## src/rtl/fetch_seq_pkg.sv

```systemverilog
// Shared types and constants for the fetch sequencer: FSM state encoding,
// default fetch-window bounds and the instruction word width.
package fetch_seq_pkg;

  localparam int          INSTR_W      = 32;
  localparam logic [31:0] DEF_RESET_PC = 32'h0000_3000;
  localparam logic [31:0] DEF_PC_MAX   = 32'h0000_6FFC;

  typedef enum logic [2:0] {
    ST_BOOT,
    ST_FETCH,
    ST_ISSUE,
    ST_HALTED,
    ST_FAULT
  } fetch_state_t;

endpackage

```

## src/rtl/fetch_addr_check.sv

```systemverilog
// Combinational fetch-address legality: word aligned and inside the
// inclusive [LO, HI] window.
module fetch_addr_check
  import fetch_seq_pkg::*;
#(
  parameter logic [31:0] LO = DEF_RESET_PC,
  parameter logic [31:0] HI = DEF_PC_MAX
) (
  input  logic [INSTR_W-1:0] i_addr,
  output logic               o_legal
);

  assign o_legal = (i_addr[1:0] == 2'b00) && (i_addr >= LO) && (i_addr <= HI);

endmodule

```

## src/rtl/fetch_sequencer.sv

```systemverilog
// PC sequencer for the P4 MIPS core: fetches over a req/ack memory port,
// hands instructions to decode via valid/stall, applies redirects, halts or faults.
module fetch_sequencer
  import fetch_seq_pkg::*;
#(
  parameter logic [31:0] RESET_PC = DEF_RESET_PC,
  parameter logic [31:0] PC_MAX   = DEF_PC_MAX
) (
  input  logic               clk,
  input  logic               reset,
  output logic               im_req,
  output logic [31:0]        im_addr,
  input  logic               im_ack,
  input  logic [INSTR_W-1:0] im_rdata,
  output logic               instr_valid,
  output logic [INSTR_W-1:0] instr,
  output logic [31:0]        instr_pc,
  input  logic               stall,
  input  logic               redirect_valid,
  input  logic [31:0]        redirect_pc,
  input  logic               halt,
  output logic [31:0]        pc,
  output logic               halted,
  output logic               fault,
  output logic [31:0]        fault_pc,
  output logic [31:0]        issue_cnt
);

  fetch_state_t       r_state;
  logic [31:0]        r_pc;
  logic               r_im_req;
  logic               r_instr_valid;
  logic [INSTR_W-1:0] r_instr;
  logic [31:0]        r_instr_pc;
  logic               r_halted;
  logic               r_fault;
  logic [31:0]        r_fault_pc;
  logic [31:0]        r_issue_cnt;
  logic               r_pend_valid;
  logic [31:0]        r_pend_pc;

  logic               w_redir_any;
  logic [31:0]        w_redir_pc;
  logic [31:0]        w_next_pc;
  logic               w_next_legal;

  // A redirect arriving this cycle is newer than anything pending.
  assign w_redir_any = redirect_valid | r_pend_valid;
  assign w_redir_pc  = redirect_valid ? redirect_pc : r_pend_pc;

  // NOTE: every always_comb output gets a default first so no path infers a latch.
  always_comb begin
    w_next_pc = r_pc;
    case (r_state)
      ST_FETCH: w_next_pc = w_redir_pc;
      ST_ISSUE: w_next_pc = w_redir_any ? w_redir_pc : r_pc + 32'd4;
      default:  w_next_pc = r_pc;
    endcase
  end

  fetch_addr_check #(
    .LO(RESET_PC),
    .HI(PC_MAX)
  ) u_addr_check (
    .i_addr (w_next_pc),
    .o_legal(w_next_legal)
  );

  // NOTE: state uses non-blocking assignments so every register samples pre-edge values.
  always_ff @(posedge clk or negedge reset) begin
    if (!reset) begin
      r_state       <= ST_BOOT;
      r_pc          <= RESET_PC;
      r_im_req      <= 1'b0;
      r_instr_valid <= 1'b0;
      r_instr       <= '0;
      r_instr_pc    <= '0;
      r_halted      <= 1'b0;
      r_fault       <= 1'b0;
      r_fault_pc    <= '0;
      r_issue_cnt   <= '0;
      r_pend_valid  <= 1'b0;
      r_pend_pc     <= '0;
    end else begin
      case (r_state)
        ST_BOOT: begin
          if (w_next_legal) begin
            r_state  <= ST_FETCH;
            r_im_req <= 1'b1;
          end else begin
            r_state    <= ST_FAULT;
            r_fault    <= 1'b1;
            r_fault_pc <= w_next_pc;
          end
        end

        ST_FETCH: begin
          if (im_ack) begin
            if (w_redir_any) begin
              // Fetched word belongs to the wrong path: drop it and refetch.
              r_pend_valid <= 1'b0;
              if (w_next_legal) begin
                r_pc <= w_next_pc;
              end else begin
                r_state    <= ST_FAULT;
                r_im_req   <= 1'b0;
                r_fault    <= 1'b1;
                r_fault_pc <= w_next_pc;
              end
            end else begin
              r_instr       <= im_rdata;
              r_instr_pc    <= r_pc;
              r_im_req      <= 1'b0;
              r_instr_valid <= 1'b1;
              r_state       <= ST_ISSUE;
            end
          end else if (redirect_valid) begin
            r_pend_valid <= 1'b1;
            r_pend_pc    <= redirect_pc;
          end
        end

        ST_ISSUE: begin
          if (!stall) begin
            r_instr_valid <= 1'b0;
            r_issue_cnt   <= r_issue_cnt + 32'd1;
            r_pend_valid  <= 1'b0;
            if (halt) begin
              r_state  <= ST_HALTED;
              r_halted <= 1'b1;
            end else if (w_next_legal) begin
              r_pc     <= w_next_pc;
              r_state  <= ST_FETCH;
              r_im_req <= 1'b1;
            end else begin
              r_state    <= ST_FAULT;
              r_fault    <= 1'b1;
              r_fault_pc <= w_next_pc;
            end
          end else if (redirect_valid) begin
            r_pend_valid <= 1'b1;
            r_pend_pc    <= redirect_pc;
          end
        end

        default: r_state <= r_state;
      endcase
    end
  end

  assign im_req      = r_im_req;
  assign im_addr     = r_pc;
  assign pc          = r_pc;
  assign instr_valid = r_instr_valid;
  assign instr       = r_instr;
  assign instr_pc    = r_instr_pc;
  assign halted      = r_halted;
  assign fault       = r_fault;
  assign fault_pc    = r_fault_pc;
  assign issue_cnt   = r_issue_cnt;

endmodule
```

## config.mk

```make
export PLATFORM = sky130hd
export DESIGN_NAME = fetch_sequencer
export DESIGN_NICKNAME = d
export VERILOG_FILES = /design/src/rtl/fetch_seq_pkg.sv /design/src/rtl/fetch_addr_check.sv /design/src/rtl/fetch_sequencer.sv
export SDC_FILE = /design/constraint.sdc
export NUM_CORES = 1
export LEC_CHECK = 0
export CORE_MARGIN = 5
export CORE_UTILIZATION = 52
export DETAILED_ROUTE_END_ITERATION = 10
export PLACE_DENSITY_LB_ADDON = 0.1
export SYNTH_ARGS = -nofsm -noshare
export SYNTH_HDL_FRONTEND = slang
export SYNTH_SLANG_ARGS = --single-unit
```

## constraint.sdc

```tcl
create_clock -name clk -period 5.8 [get_ports clk]
set_input_delay 1.16 -clock clk [delete_from_list [all_inputs] [get_ports clk]]
set_output_delay 1.16 -clock clk [all_outputs]
set_load 0.02 [all_outputs]
```

-- After elaboration in Yosys (flattened, before gate mapping)
Cells that the tools add are included.
- bits of input ports: 70
- output and inout port bits: 196
- latch bits: 0
- memories kept: 0
- word-level logic and storage cells: 93
- register bits after elaboration: 200
- bits in read-only memories: 0
- memory bits (writable): 0
- $add $sub $neg: 2
- bitwise operators: 3
- shifts and indexed selects: 0
- reductions and logical operators: 16
- muxes and demuxes: 47
- divide/modulo/power cells: 0
- $lt $le $gt $ge: 2
- multipliers: 0
- eq/ne operators: 11
- operators with widths (kind ; number):
    two-way mux 32 bit ; 14
    case mux 32 bit (2 select lines) ; 3
    case mux 32 bit (3 select lines) ; 1
    adder 32 x 1 -> 32 bit (second input constant) ; 1
    adder 32 x 3 -> 32 bit (second input constant) ; 1
    greater-or-equal comparator 32 x 14 -> 1 bit (second input constant) ; 1
    <= comparator 32 x 15 -> 1 bit (second input constant) ; 1
    two-way mux 1 bit ; 18
    two-way mux 3 bit ; 6
    AND reduction 5 bit ; 3
    != test 2 bit (second input constant) ; 7
    case mux 3 bit (3 select lines) ; 1
    AND reduction 3 bit ; 3
    AND reduction 4 bit ; 2
    != test 3 bit (second input constant) ; 2
    case mux 1 bit (3 select lines) ; 2
    case mux 1 bit (2 select lines) ; 2
    AND reduction 2 bit ; 2
    equality test 3 x 1 -> 1 bit (second input constant) ; 1
    equality test 3 x 2 -> 1 bit (second input constant) ; 1
    zero test 3 bit ; 1
    nonzero test 3 bit ; 1
    logical AND 1 bit ; 2
    zero test 2 bit ; 1
    other kinds (3) ; 4

-- Logic depth before layout (Yosys ltp)
Gate-level depths: netlist (run 1).
- depth in word-level cells: 10
- depth in mapped cells: 16
- depth with buffers taken out: 11

-- Modules after synthesis
Synthesis (run 1) repeated with hierarchy kept, for this count alone.
- cell total of the unflattened synthesis: 883
- area total of the unflattened synthesis: 9746.8 sq um
- by module, submodules not included (module ; cells an instance ; times used ; area an instance (sq um)):
    fetch_sequencer ; 873 ; 1 ; 9678.0
    fetch_addr_check ; 10 ; 1 ; 68.8

-- Worst setup path after synthesis (run 1)
Ideal clock, no wire load.
- path type: input to register
- start point: in redirect_valid
- end point: reg r_pc[14], in the netlist im_addr[14]
- arrival: 4.396 ns
- stages on the path: 12
- library setup time: 0.125 ns
- buffers on the path: 2
- setup slack: 1.280 ns
- cells stage by stage: or2_2 > o211ai_1 > nor2_1 > or3_1 > or4_1 > nor4_1 > nand4_1 > or4_1 > buf_4 > nor4_4 > buf_4 > mux2_2
- longest elaborated chain between the ends: 10
- elaborated cells between the ends (all ways): 17
- those cells by class: order compare: 2; eq/ne: 1; mux: 9; bitwise: 1; reduce/logical: 4
- RTL lines (element ; RTL line ; RTL):
    start: declaration ; fetch_sequencer.sv:19 ; input logic redirect_valid,
    two-way mux 32 bit or bitwise OR 1 bit (tied branches) ; - ;
    two-way mux 32 bit ; fetch_sequencer.sv:56 ; ST_ISSUE: w_next_pc = w_redir_any ? w_redir_pc : r_pc + 32'd4;
    case mux 32 bit (2 select lines) ; fetch_sequencer.sv:54 ; case (r_state)
    greater-or-equal comparator 32 x 14 -> 1 bit or zero test 2 bit (tied branches) ; fetch_addr_check.sv:13 ; assign o_legal = (i_addr[1:0] == 2'b00) && (i_addr >= LO) && (i_addr <= HI);
    logical AND 1 bit (2 in series) ; fetch_addr_check.sv:13 ;
    two-way mux 32 bit ; fetch_sequencer.sv:102, fetch_sequencer.sv:131 ;
    two-way mux 32 bit (on tied branches) ; fetch_sequencer.sv:128, fetch_sequencer.sv:99 ;
    two-way mux 32 bit (on tied branches) ; fetch_sequencer.sv:124, fetch_sequencer.sv:98 ;
    case mux 32 bit (2 select lines) ; fetch_sequencer.sv:85 ; case (r_state)
    end signal: assignment ; fetch_sequencer.sv:103 ; r_pc <= w_next_pc;
    end signal: assignment ; fetch_sequencer.sv:132 ; r_pc <= w_next_pc;
    end: declaration ; fetch_sequencer.sv:30 ; logic [31:0] r_pc;
Parallel ways exist; a longest one is shown, timed or not. The select of a mux whose other input is x is not followed.
A chain may end at the register's enable or synchronous reset.

-- Worst setup path after layout (run 1)
- start point: in redirect_valid
- end point: reg r_pc[4], in the netlist im_addr[4]
Same word-level chain as after synthesis.

==> results of run 1 <==
-- cell type report --
cell class,count,area share (%)
sequential,200,39.2
clock buffer,19,3.38
inverter,6,0.176
timing repair buffer,277,21.5
clock inverter,13,1.07
multi-input combinational,527,32.4
tap,229,2.24
-- cells by family after synthesis --
group,synth area share [%]
compound gates,6.91
mux,19.6
buf+inv,5.24
simple gates,12.1
fa+ha+maj,0.259
flops,51.9
xor+xnor,3.90
-- routing by layer --
metal	share of wire, %	wire length (microns)
met5	0	0
met4	1.6	404
met3	6.6	1640
met2	49	12100
met1	43	10800
-- metrics by stage --
stage,power [mW],std cells,hold WS [ns],util (%),setup WS (ns)
after floorplan,1.94,811,0.477,-,1.28
after global placement,2.17,1239,0.454,67.6,0.683
after detailed placement,2.18,1239,0.463,67.6,0.538
after CTS,3.34,1271,0.475,70.7,0.988
after global routing,3.47,1271,0.488,70.7,0.710
final,3.33,1271,0.470,70.7,0.939
-- power groups by stage --
stage,combinational (mW),clock [mW],sequential (mW)
detailed placement,0.528,0,1.65
finish,0.530,1.17,1.63
floorplan,0.270,0,1.67
global placement,0.517,0,1.65
CTS,0.533,1.18,1.63
global route,0.576,1.25,1.65
-- final timing paths --
| check | startpoint | endpoint | slack (ns) | cells after the start |
|---|---|---|---|---|
| max | redirect_valid | im_addr[4] | 0.94 | 14 |
| min | issue_cnt[31] | issue_cnt[31] | 0.47 | 1 |
| max in group asynchronous | reset | issue_cnt[22] | 4.01 | 2 |
| max reg2reg | im_addr[2] | im_addr[4] | 1.07 | 12 |
| min in group asynchronous | reset | instr[5] | 0.79 | 1 |
| min reg2reg | issue_cnt[31] | issue_cnt[31] | 0.47 | 1 |
-- cells in the mapped netlist (5+ instances only) --
| master | instances | share of area [%] |
|---|---|---|
| xor2_1 | 14 | 1.3 |
| clkbuf_1 | 22 | 0.86 |
| nand2_1 | 54 | 2.1 |
| and2_1 | 6 | 0.39 |
| a22oi_1 | 7 | 0.54 |
| and3_1 | 11 | 0.71 |
| o211ai_1 | 8 | 0.62 |
| mux2_2 | 115 | 13 |
| mux2_4 | 23 | 3.6 |
| nor2b_1 | 19 | 1.2 |
| buf_4 | 36 | 2.8 |
| xnor2_1 | 29 | 2.6 |
| mux2i_1 | 23 | 2.4 |
| o221ai_1 | 6 | 0.54 |
| nor2_1 | 39 | 1.5 |
| buf_2 | 11 | 0.57 |
| inv_1 | 6 | 0.23 |
| a21oi_1 | 20 | 1.0 |
| dfrtp_1 | 198 | 51 |
| nand3_1 | 25 | 1.3 |
| nand4_1 | 20 | 1.3 |
| or3_1 | 5 | 0.32 |
| nor4_1 | 7 | 0.45 |
| o21ai_0 | 21 | 1.1 |
| nor3_1 | 8 | 0.42 |
| or4_1 | 7 | 0.54 |
-- worst register-to-register path, stage by stage, from the launching register on --
cell and delay (ns):
dfrtp_1 0.56, ha_1 0.27, and3_1 0.35, nand4_1 0.23, o211a_1 0.26, or3_1 0.37
or4_1 0.53, nor4_1 0.30, nand4_1 0.14, or4_1 0.61, nor4_4 0.20, buf_4 0.40
mux2_2 0.39
-- sequential cells by signal (all words and copies together), names as in the netlist, 3 cells and up --
| register | count |
|---|---|
| instr_pc | 32 |
| im_addr | 32 |
| fault_pc | 32 |
| r_state | 3 |
| issue_cnt | 32 |
| r_pend_pc | 32 |
| instr | 32 |
==> flow_summary_export.csv, run 1 <==
group,metric,value,unit
route,drtIter0Drc,582,
sta,tightest_slew,0.975,ns
die,core,18100,sq um
die,start_util,53.3,%
worst_setup_path,crit_type,"primary input to register",
worst_setup_path,cp.required,6.12,ns
logic_synthesis,ys_warn_count,0,
sta,rsz0062_at_grt,"no",
layout,final_common_cell,"clkdlybuf4s50_1",
placed_design,dp_hpwl,17800,microns
layout,regArea,5010,sq um
die,fp.dieH,146,microns
logic_synthesis,ys_seq_area_share,51.9,%
power,p_leak,5.67,nW
route,drc_errors,0,
placed_design,placed_area,12200,sq um
cts,clk_pin_slew_worst_paths,0.07,ns
worst_setup_path,crit_path_cell_trace,"buf_2, buf_4, nor2_1, nand2_1, buf_4, o32ai_1, o21bai_1, or4_1, nor4_1, nand4_1, or4_1, nor4_4, buf_4, mux2_2",
global_route,groute.usage.overall,23.1,%
route,first_pass_iters,7,
hold_path,worst_hold_path_type,"register to register",
sta,slew_headroom,35.0,%
worst_setup_path,worstPathArrival,5.18,ns
logic_synthesis,synth_edf_count,0,
cts,ctsResizeCount,0,
die,row_count,49,
run,drv_cap,0,
power,sw_frac_of_total,27.4,%
placed_design,io_buffers,265,
worst_setup_path,crit_path_max_incr_delay,0.61,ns
power,p_comb_share,15.9,%
cts,htreeDepth,4,
outcome,outcome,"completed",
layout,final_layout_size_suffix_gt1_share,18.5,%
global_route,grt_max_degree,109,
global_route,grt.busiest_layer,"met2",
sta,max_freq,0.206,GHz
sta,finalCritPeriodShare,83.8,%
cts,clk_path_buf_depth,2,
global_route,gr-usage-met1,31.6,%
layout,nets,1101,
die,die_x,146,microns
power,p_clk_share,35.1,%
logic_synthesis,synth_nets,883,
worst_setup_path,crit_family,"simple AND/OR/NAND/NOR gates",
placed_design,place_congestion,0.865,
logic_synthesis,synth.avg_cell_area,11.9,sq um
layout,fillerInstances,1343,
cts,root_buffer,"clkbuf_16",
worst_setup_path,crit_slowest_cell,"or4_1",
logic_synthesis,synth_area,9650,sq um
sta,hold_viol_final,0,
global_route,grt_remaining_overflow,0,
worst_setup_path,end_kind,"register",
worst_setup_path,path_common_cell,"buf_4",
global_route,use_met3,4.62,%
logic_synthesis,async_reset_ff_share,100,%
sta,fin_tns_setup,0,ns
cts,cts_buffers,17,
power,power.internal,2.41,mW
cts,clk_latency,0.44,ns
sta,setup_viol,0,
layout,syn2layout_area_growth,32.6,%
logic_synthesis,yosysUniqueCellTypes,60,
global_route,grt_use_met2,37.9,%
cts,postCtsSetupBuffers,0,
cts,cts-hold-fix-buffers,0,
global_route,grt_pass1_wl,40100,microns
power,max-vdd-ir-drop,224,uV
layout,design_area,12800,sq um
sta,finClkSkew,0.00891,ns
layout,multi_input_area,4150,sq um
worst_setup_path,cp_max_fo,32,
worst_setup_path,startpoint_type,"primary input",
route,ant_nets,0,
cts,cts_tree,"yes",
cts,clock-sinks,200,
route,wl_per_cell,19.6,microns
layout,num_antenna_cells,0,
die,die_area,21400,sq um
route,viasPerCell,5.72,
global_route,grt_pass1_vias,7325,
logic_synthesis,ys.flop_type,"dfrtp_1",
die,io_pins,266,
logic_synthesis,syn_inst,811,
logic_synthesis,synth-seq-cells,200,
global_route,antenna_found_initial,0,
sta,drv_slew,0,
power,power_frac_seq,49.0,%
sta,fin_crit,4.86,ns
route,vias,7270,
layout,final_cell_mix,"263 x clkdlybuf4s50_1, 198 x dfrtp_1, 115 x mux2_2",
power,power.net_switching,0.912,mW
route,wl,24900,microns
power,power_density,260,nW/um^2
worst_setup_path,critical_path_buf_inv_count,4,
No activity file was read; power rests on OpenSTA's default activity.
==> inputs of run 2 (changes only) <==
--- a/config.mk
+++ b/config.mk
@@ -6,7 +6,7 @@
 export NUM_CORES = 1
 export LEC_CHECK = 0
 export CORE_MARGIN = 5
-export CORE_UTILIZATION = 52
+export CORE_UTILIZATION = 49
 export DETAILED_ROUTE_END_ITERATION = 10
 export PLACE_DENSITY_LB_ADDON = 0.1
 export SYNTH_ARGS = -nofsm -noshare
==> constraint.sdc (replaced) <==
create_clock -name clk -period 4.7 [get_ports clk]
set_input_delay 0.94 -clock clk [delete_from_list [all_inputs] [get_ports clk]]
set_output_delay 0.94 -clock clk [all_outputs]
set_load 0.02 [all_outputs]
==> run 2 against run 1 <==
  * Sequential share of layout area is 0.65 points lower
  * Count of clock-buffer cells in the layout increased by 2
  * Largest cell class unchanged
  * Sequential power is 23% higher
  * Largest power group unchanged
  * Global-route usage decreased by 0.64 points
  * Final cell count is 4.2% higher
  * Highest routed layer unchanged
==> flow_summary_export.csv, run 2 (same netlist as run 1, synthesis figures left out) <==
group,metric,value,unit
outcome,outcome,"completed",
hold_path,worst_hold_path_type,"register to register",
global_route,gr-usage-met1,31.4,%
worst_setup_path,reg2regPathDepth,12,
worst_setup_path,crit_type,"register to register",
sta,slew_headroom,36.0,%
cts,htreeDepth,4,
layout,final_layout_size_suffix_gt1_share,19.6,%
power,p_leak,5.78,nW
sta,setup_viol,0,
route,ant_nets,0,
placed_design,placed_cells,1292,
sta,hold_viol_final,0,
sta,fin_tns_setup,0,ns
die,io_pins,266,
placed_design,dp_hpwl,18400,microns
cts,clock-sinks,200,
die,die_x,150,microns
worst_setup_path,r2r_slack,0.35,ns
route,drc_errors,0,
sta,finClkSkew,0.0114,ns
cts,clk_latency,0.44,ns
layout,stdcell_count,1324,
cts,cts_tree,"yes",
worst_setup_path,startpoint_type,"register",
worst_setup_path,worstPathArrival,4.67,ns
die,row_count,51,
worst_setup_path,cp.required,5.02,ns
route,vias,7192,
hold_path,hold_end,"issue_cnt[31]",
global_route,groute.usage.overall,22.5,%
sta,fin_crit,4.35,ns
hold_path,whs_path_depth,1,
die,start_util,49.7,%
power,max-vdd-ir-drop,285,uV
cts,root_buffer,"clkbuf_16",
sta,tightest_slew,0.959,ns
placed_design,place_congestion,0.874,
global_route,antenna_found_initial,0,
worst_setup_path,cp_max_fo,15,
global_route,grt.busiest_layer,"met2",
worst_setup_path,end_kind,"register",
sta,finalCritPeriodShare,92.6,%
route,viasPerCell,5.43,
worst_setup_path,reg2reg_from,"im_addr[3]",
cts,clk_path_buf_depth,2,
global_route,grt_remaining_overflow,0,
sta,drv_slew,0,
global_route,grt_pass1_wl,39800,microns
cts,cts_buffers,17,
cts,clk_pin_slew_worst_paths,0.07,ns
layout,nets,1118,
sta,rsz0062_at_grt,"no",
worst_setup_path,r2r_end,"im_addr[6]",
layout,num_antenna_cells,0,
placed_design,preCtsSetupSlack,0.0732,ns
cts,ctsResizeCount,0,
layout,fillerInstances,1530,
layout,final_cell_mix,"263 x clkdlybuf4s50_1, 198 x dfrtp_1, 115 x mux2_2",
die,core,19400,sq um
global_route,grt_use_met2,35.3,%
run,drv_cap,0,
layout,syn2layout_area_growth,34.8,%
hold_path,holdCritStartpoint,"issue_cnt[31]",
sta,max_freq,0.230,GHz
route,drtIter0Drc,552,
placed_design,io_buffers,265,
die,fp.dieH,150,microns
route,wl,25200,microns
global_route,grt_pass1_vias,7114,
global_route,use_met3,4.64,%
global_route,grt_max_degree,100,
sta,setup_ws,0.346,ns
power,power_density,325,nW/um^2
route,wl_per_cell,19.1,microns
route,first_pass_iters,5,
cts,postCtsSetupBuffers,0,
die,die_area,22600,sq um
layout,final_common_cell,"clkdlybuf4s50_1",
cts,cts-hold-fix-buffers,0,
layout,fin_util,67.0,%
## run 2: changes by cell type in the layout (fill, tap and decap cells not counted), sizes merged
cell	previous run	this run
bufinv	1	4
clkbuf	20	22
clkinv	3	2
inv	13	9
buf	13	30
## run 2: cell type report
| type | instances | area, sq um | area share, % |
|---|---|---|---|
| flip-flops and latches | 200 | 5010 | 38.5 |
| multi-input cells | 527 | 4150 | 31.9 |
| repair buffers | 294 | 2880 | 22.2 |
| clock buffers | 21 | 440 | 3.39 |
| well taps | 265 | 332 | 2.55 |
| clock inverters | 11 | 171 | 1.32 |
| inverters | 6 | 22.5 | 0.173 |
## run 2: report_power, final
group / switching (mW) / internal [mW]
logic: 0.316 / 0.346
registers: 0.120 / 1.89
clock network: 0.656 / 0.896
total: 1.09 / 3.13
## run 2: through the flow
stage / power (mW) / hold slack, ns / cell area [sq um]
global placement: 2.69 / 0.459 / 12400
detailed placement: 2.70 / 0.459 / 12400
CTS: 4.25 / 0.476 / 13000
finish: 4.22 / 0.465 / 13000
global route: 4.41 / 0.483 / 13000
floorplan: 2.39 / 0.477 / 9650
## run 2: how the worst max path moves through the flow
| stage | cells after the start | slack, ns | end | from |
|---|---|---|---|---|
| after floorplan | 12 | 0.40 | im_addr[14] | redirect_valid |
| after global placement | 14 | 0.21 | im_addr[14] | redirect_valid |
| after detailed placement | 14 | 0.07 | im_addr[8] | redirect_valid |
| after CTS | 12 | 0.36 | im_addr[6] | im_addr[3] |
| after global routing | 11 | 0.12 | im_addr[6] | im_addr[5] |
| final | 12 | 0.35 | im_addr[6] | im_addr[3] |
## run 2: per-layer routing
layer	wire [microns]	vias to the layer above
met5	0	-
met4	493	0
met3	1710	42
met2	11900	284
met1	11100	3510
li1	-	3356
## run 2: worst max-delay path: stages (launching register included)
cell	delay, ns
dfrtp_1	0.52
ha_1	0.28
and3_1	0.26
nand4_1	0.22
o211a_1	0.27
or3_1	0.36
or4_1	0.54
nor4_1	0.30
nand4_1	0.12
or4_1	0.50
nor4_4	0.20
buf_4	0.29
mux2_2	0.37
==> inputs of run 3 (changes only) <==
--- a/config.mk
+++ b/config.mk
@@ -11,4 +11,5 @@
 export PLACE_DENSITY_LB_ADDON = 0.1
 export SYNTH_ARGS = -nofsm -noshare
 export SYNTH_HDL_FRONTEND = slang
+export SYNTH_HIERARCHICAL = 1
 export SYNTH_SLANG_ARGS = --single-unit
==> run 3 against run 2 <==
  * Count of clock-buffer cells in the layout is the same
  * Die area rose by 0.84%
  * Synthesized cell count grew 8.4%
  * First-iteration DRC count up 5.4%
  * Combinational power fell by 73%
  * Largest cell class unchanged
  * Highest routed layer unchanged
==> flow_summary_export.csv, run 3 <==
group,metric,value,unit
cts,clk_latency,0.44,ns
worst_setup_path,path_common_cell,"nor3_1",
sta,finClkSkew,0.00981,ns
power,power_density,258,nW/um^2
die,start_util,49.8,%
sta,whs,0.454,ns
logic_synthesis,synth.avg_cell_area,11.1,sq um
layout,multi_input_area,4190,sq um
worst_setup_path,r2r_slack,0.45,ns
layout,syn2layout_area_growth,34.2,%
sta,tightest_slew,0.991,ns
cts,ctsResizeCount,0,
global_route,grt_max_degree,115,
die,die_area,22800,sq um
worst_setup_path,crit_family,"simple AND/OR/NAND/NOR gates",
worst_setup_path,crit_path_max_incr_delay,0.86,ns
placed_design,preCtsSetupSlack,0.415,ns
sta,fin_tns_setup,0,ns
global_route,grt_remaining_overflow,0,
cts,postCtsSetupBuffers,0,
power,p_leak,5.87,nW
sta,setup_viol,0,
sta,finalCritPeriodShare,90.5,%
sta,max_freq,0.235,GHz
placed_design,dp_hpwl,19900,microns
hold_path,worst_hold_path_type,"register to register",
cts,clk_pin_slew_worst_paths,0.07,ns
cts,cts_tree,"yes",
worst_setup_path,reg2reg_from,"im_addr[12]",
worst_setup_path,cp.required,5.02,ns
worst_setup_path,crit_path_cell_trace,"nand3_2, nor4_2, a31o_2, a21oi_1, o21ai_0, nor3_1, nand3_1, nor3_1, buf_4, or4_1, o31a_1",
worst_setup_path,cp_max_fo,21,
hold_path,hold_end,"halted",
layout,regArea,5010,sq um
global_route,groute.usage.overall,24.1,%
layout,final_common_cell,"clkdlybuf4s50_1",
logic_synthesis,synth_area,9730,sq um
cts,cts_buffers,17,
die,die_x,151,microns
die,fp.dieH,151,microns
layout,final_layout_size_suffix_gt1_share,19.4,%
run,drv_cap,0,
route,drc_errors,0,
logic_synthesis,ys_warn_count,6,
route,wl_per_cell,19.6,microns
cts,root_buffer,"clkbuf_16",
logic_synthesis,syn_inst,879,
worst_setup_path,worstPathArrival,4.58,ns
hold_path,holdCritStartpoint,"halted",
hold_path,whs_path_depth,1,
route,viasPerCell,5.55,
layout,num_antenna_cells,0,
worst_setup_path,crit_type,"register to register",
sta,hold_viol_final,0,
outcome,outcome,"completed",
worst_setup_path,end_kind,"register",
cts,clk_path_buf_depth,2,
sta,rsz0062_at_grt,"no",
die,row_count,51,
worst_setup_path,startpoint_type,"register",
power,max-vdd-ir-drop,254,uV
layout,final_cell_mix,"263 x clkdlybuf4s50_1, 198 x dfrtp_1, 130 x mux2_2",
route,drtIter0Drc,582,
cts,htreeDepth,4,
worst_setup_path,critical_path_buf_inv_count,1,
cts,cts-hold-fix-buffers,0,
global_route,grt_pass1_vias,7756,
layout,fillerInstances,1585,
placed_design,io_buffers,265,
sta,fin_crit,4.25,ns
worst_setup_path,reg2regPathDepth,11,
placed_design,place_congestion,0.920,
global_route,grt_pass1_wl,42600,microns
die,io_pins,266,
sta,setup_ws,0.445,ns
route,ant_nets,0,
global_route,antenna_found_initial,0,
route,first_pass_iters,5,
sta,slew_headroom,33.9,%
route,vias,7732,
die,core,19500,sq um
worst_setup_path,r2r_end,"fault_pc[23]",
route,wl,27300,microns
worst_setup_path,crit_slowest_cell,"or4_1",
sta,drv_slew,0,
logic_synthesis,synth_nets,951,
cts,clock-sinks,200,
layout,nets,1188,
==> run 3: through the flow <==
step,power [mW],std cells,cell area (sq um),util [%]
3_3_place_gp,1.95,1362,12500,63.9
6_report,3.36,1394,13100,66.9
2_1_floorplan,1.82,879,9730,-
5_1_grt,3.49,1394,13100,66.9
3_5_place_dp,1.95,1362,12500,63.9
4_1_cts,3.40,1394,13100,66.9
==> run 3: power by group <==
part           switching [mW]  internal (mW)  total (mW)
combinational          0.0898         0.0894       0.179
sequential            0.00735           1.73        1.74
clock                   0.675          0.771        1.45
total                   0.772           2.59        3.36
==> run 3: routing by layer <==
layer	GRT usage, %	up-vias	part of all wire (%)
li1	-	3564	-
met1	32.8	3777	42
met2	38.5	338	47
met3	5.57	53	7.7
met4	7.89	0	2.7
met5	0	-	0
==> run 3: worst max path at each step <==
stage,from,slack (ns),depth (start not counted),end
2_1_floorplan,redirect_valid,0.33,14,im_addr[10]
3_3_place_gp,redirect_valid,0.47,14,fault_pc[23]
3_5_place_dp,redirect_valid,0.41,14,fault_pc[23]
4_1_cts,im_addr[12],0.52,12,fault_pc[23]
5_1_grt,im_addr[10],0.20,13,fault_pc[4]
6_report,im_addr[12],0.45,11,fault_pc[23]
==> run 3: final cells by class <==
type,instances,share of cell area (%)
tap,265,2.54
inverter,19,0.546
clock buffer,21,3.53
timing repair buffer,296,22.1
multi-input combinational,582,32.1
sequential,200,38.3
clock inverter,11,0.881
==> run 3: worst register-to-register path, stage by stage, from the launching register on <==
cell	delay, ns
dfstp_2	0.61
nand3_2	0.16
nor4_2	0.75
a31o_2	0.27
a21oi_1	0.07
o21ai_0	0.55
nor3_1	0.14
nand3_1	0.14
nor3_1	0.07
buf_4	0.16
or4_1	0.86
o31a_1	0.37
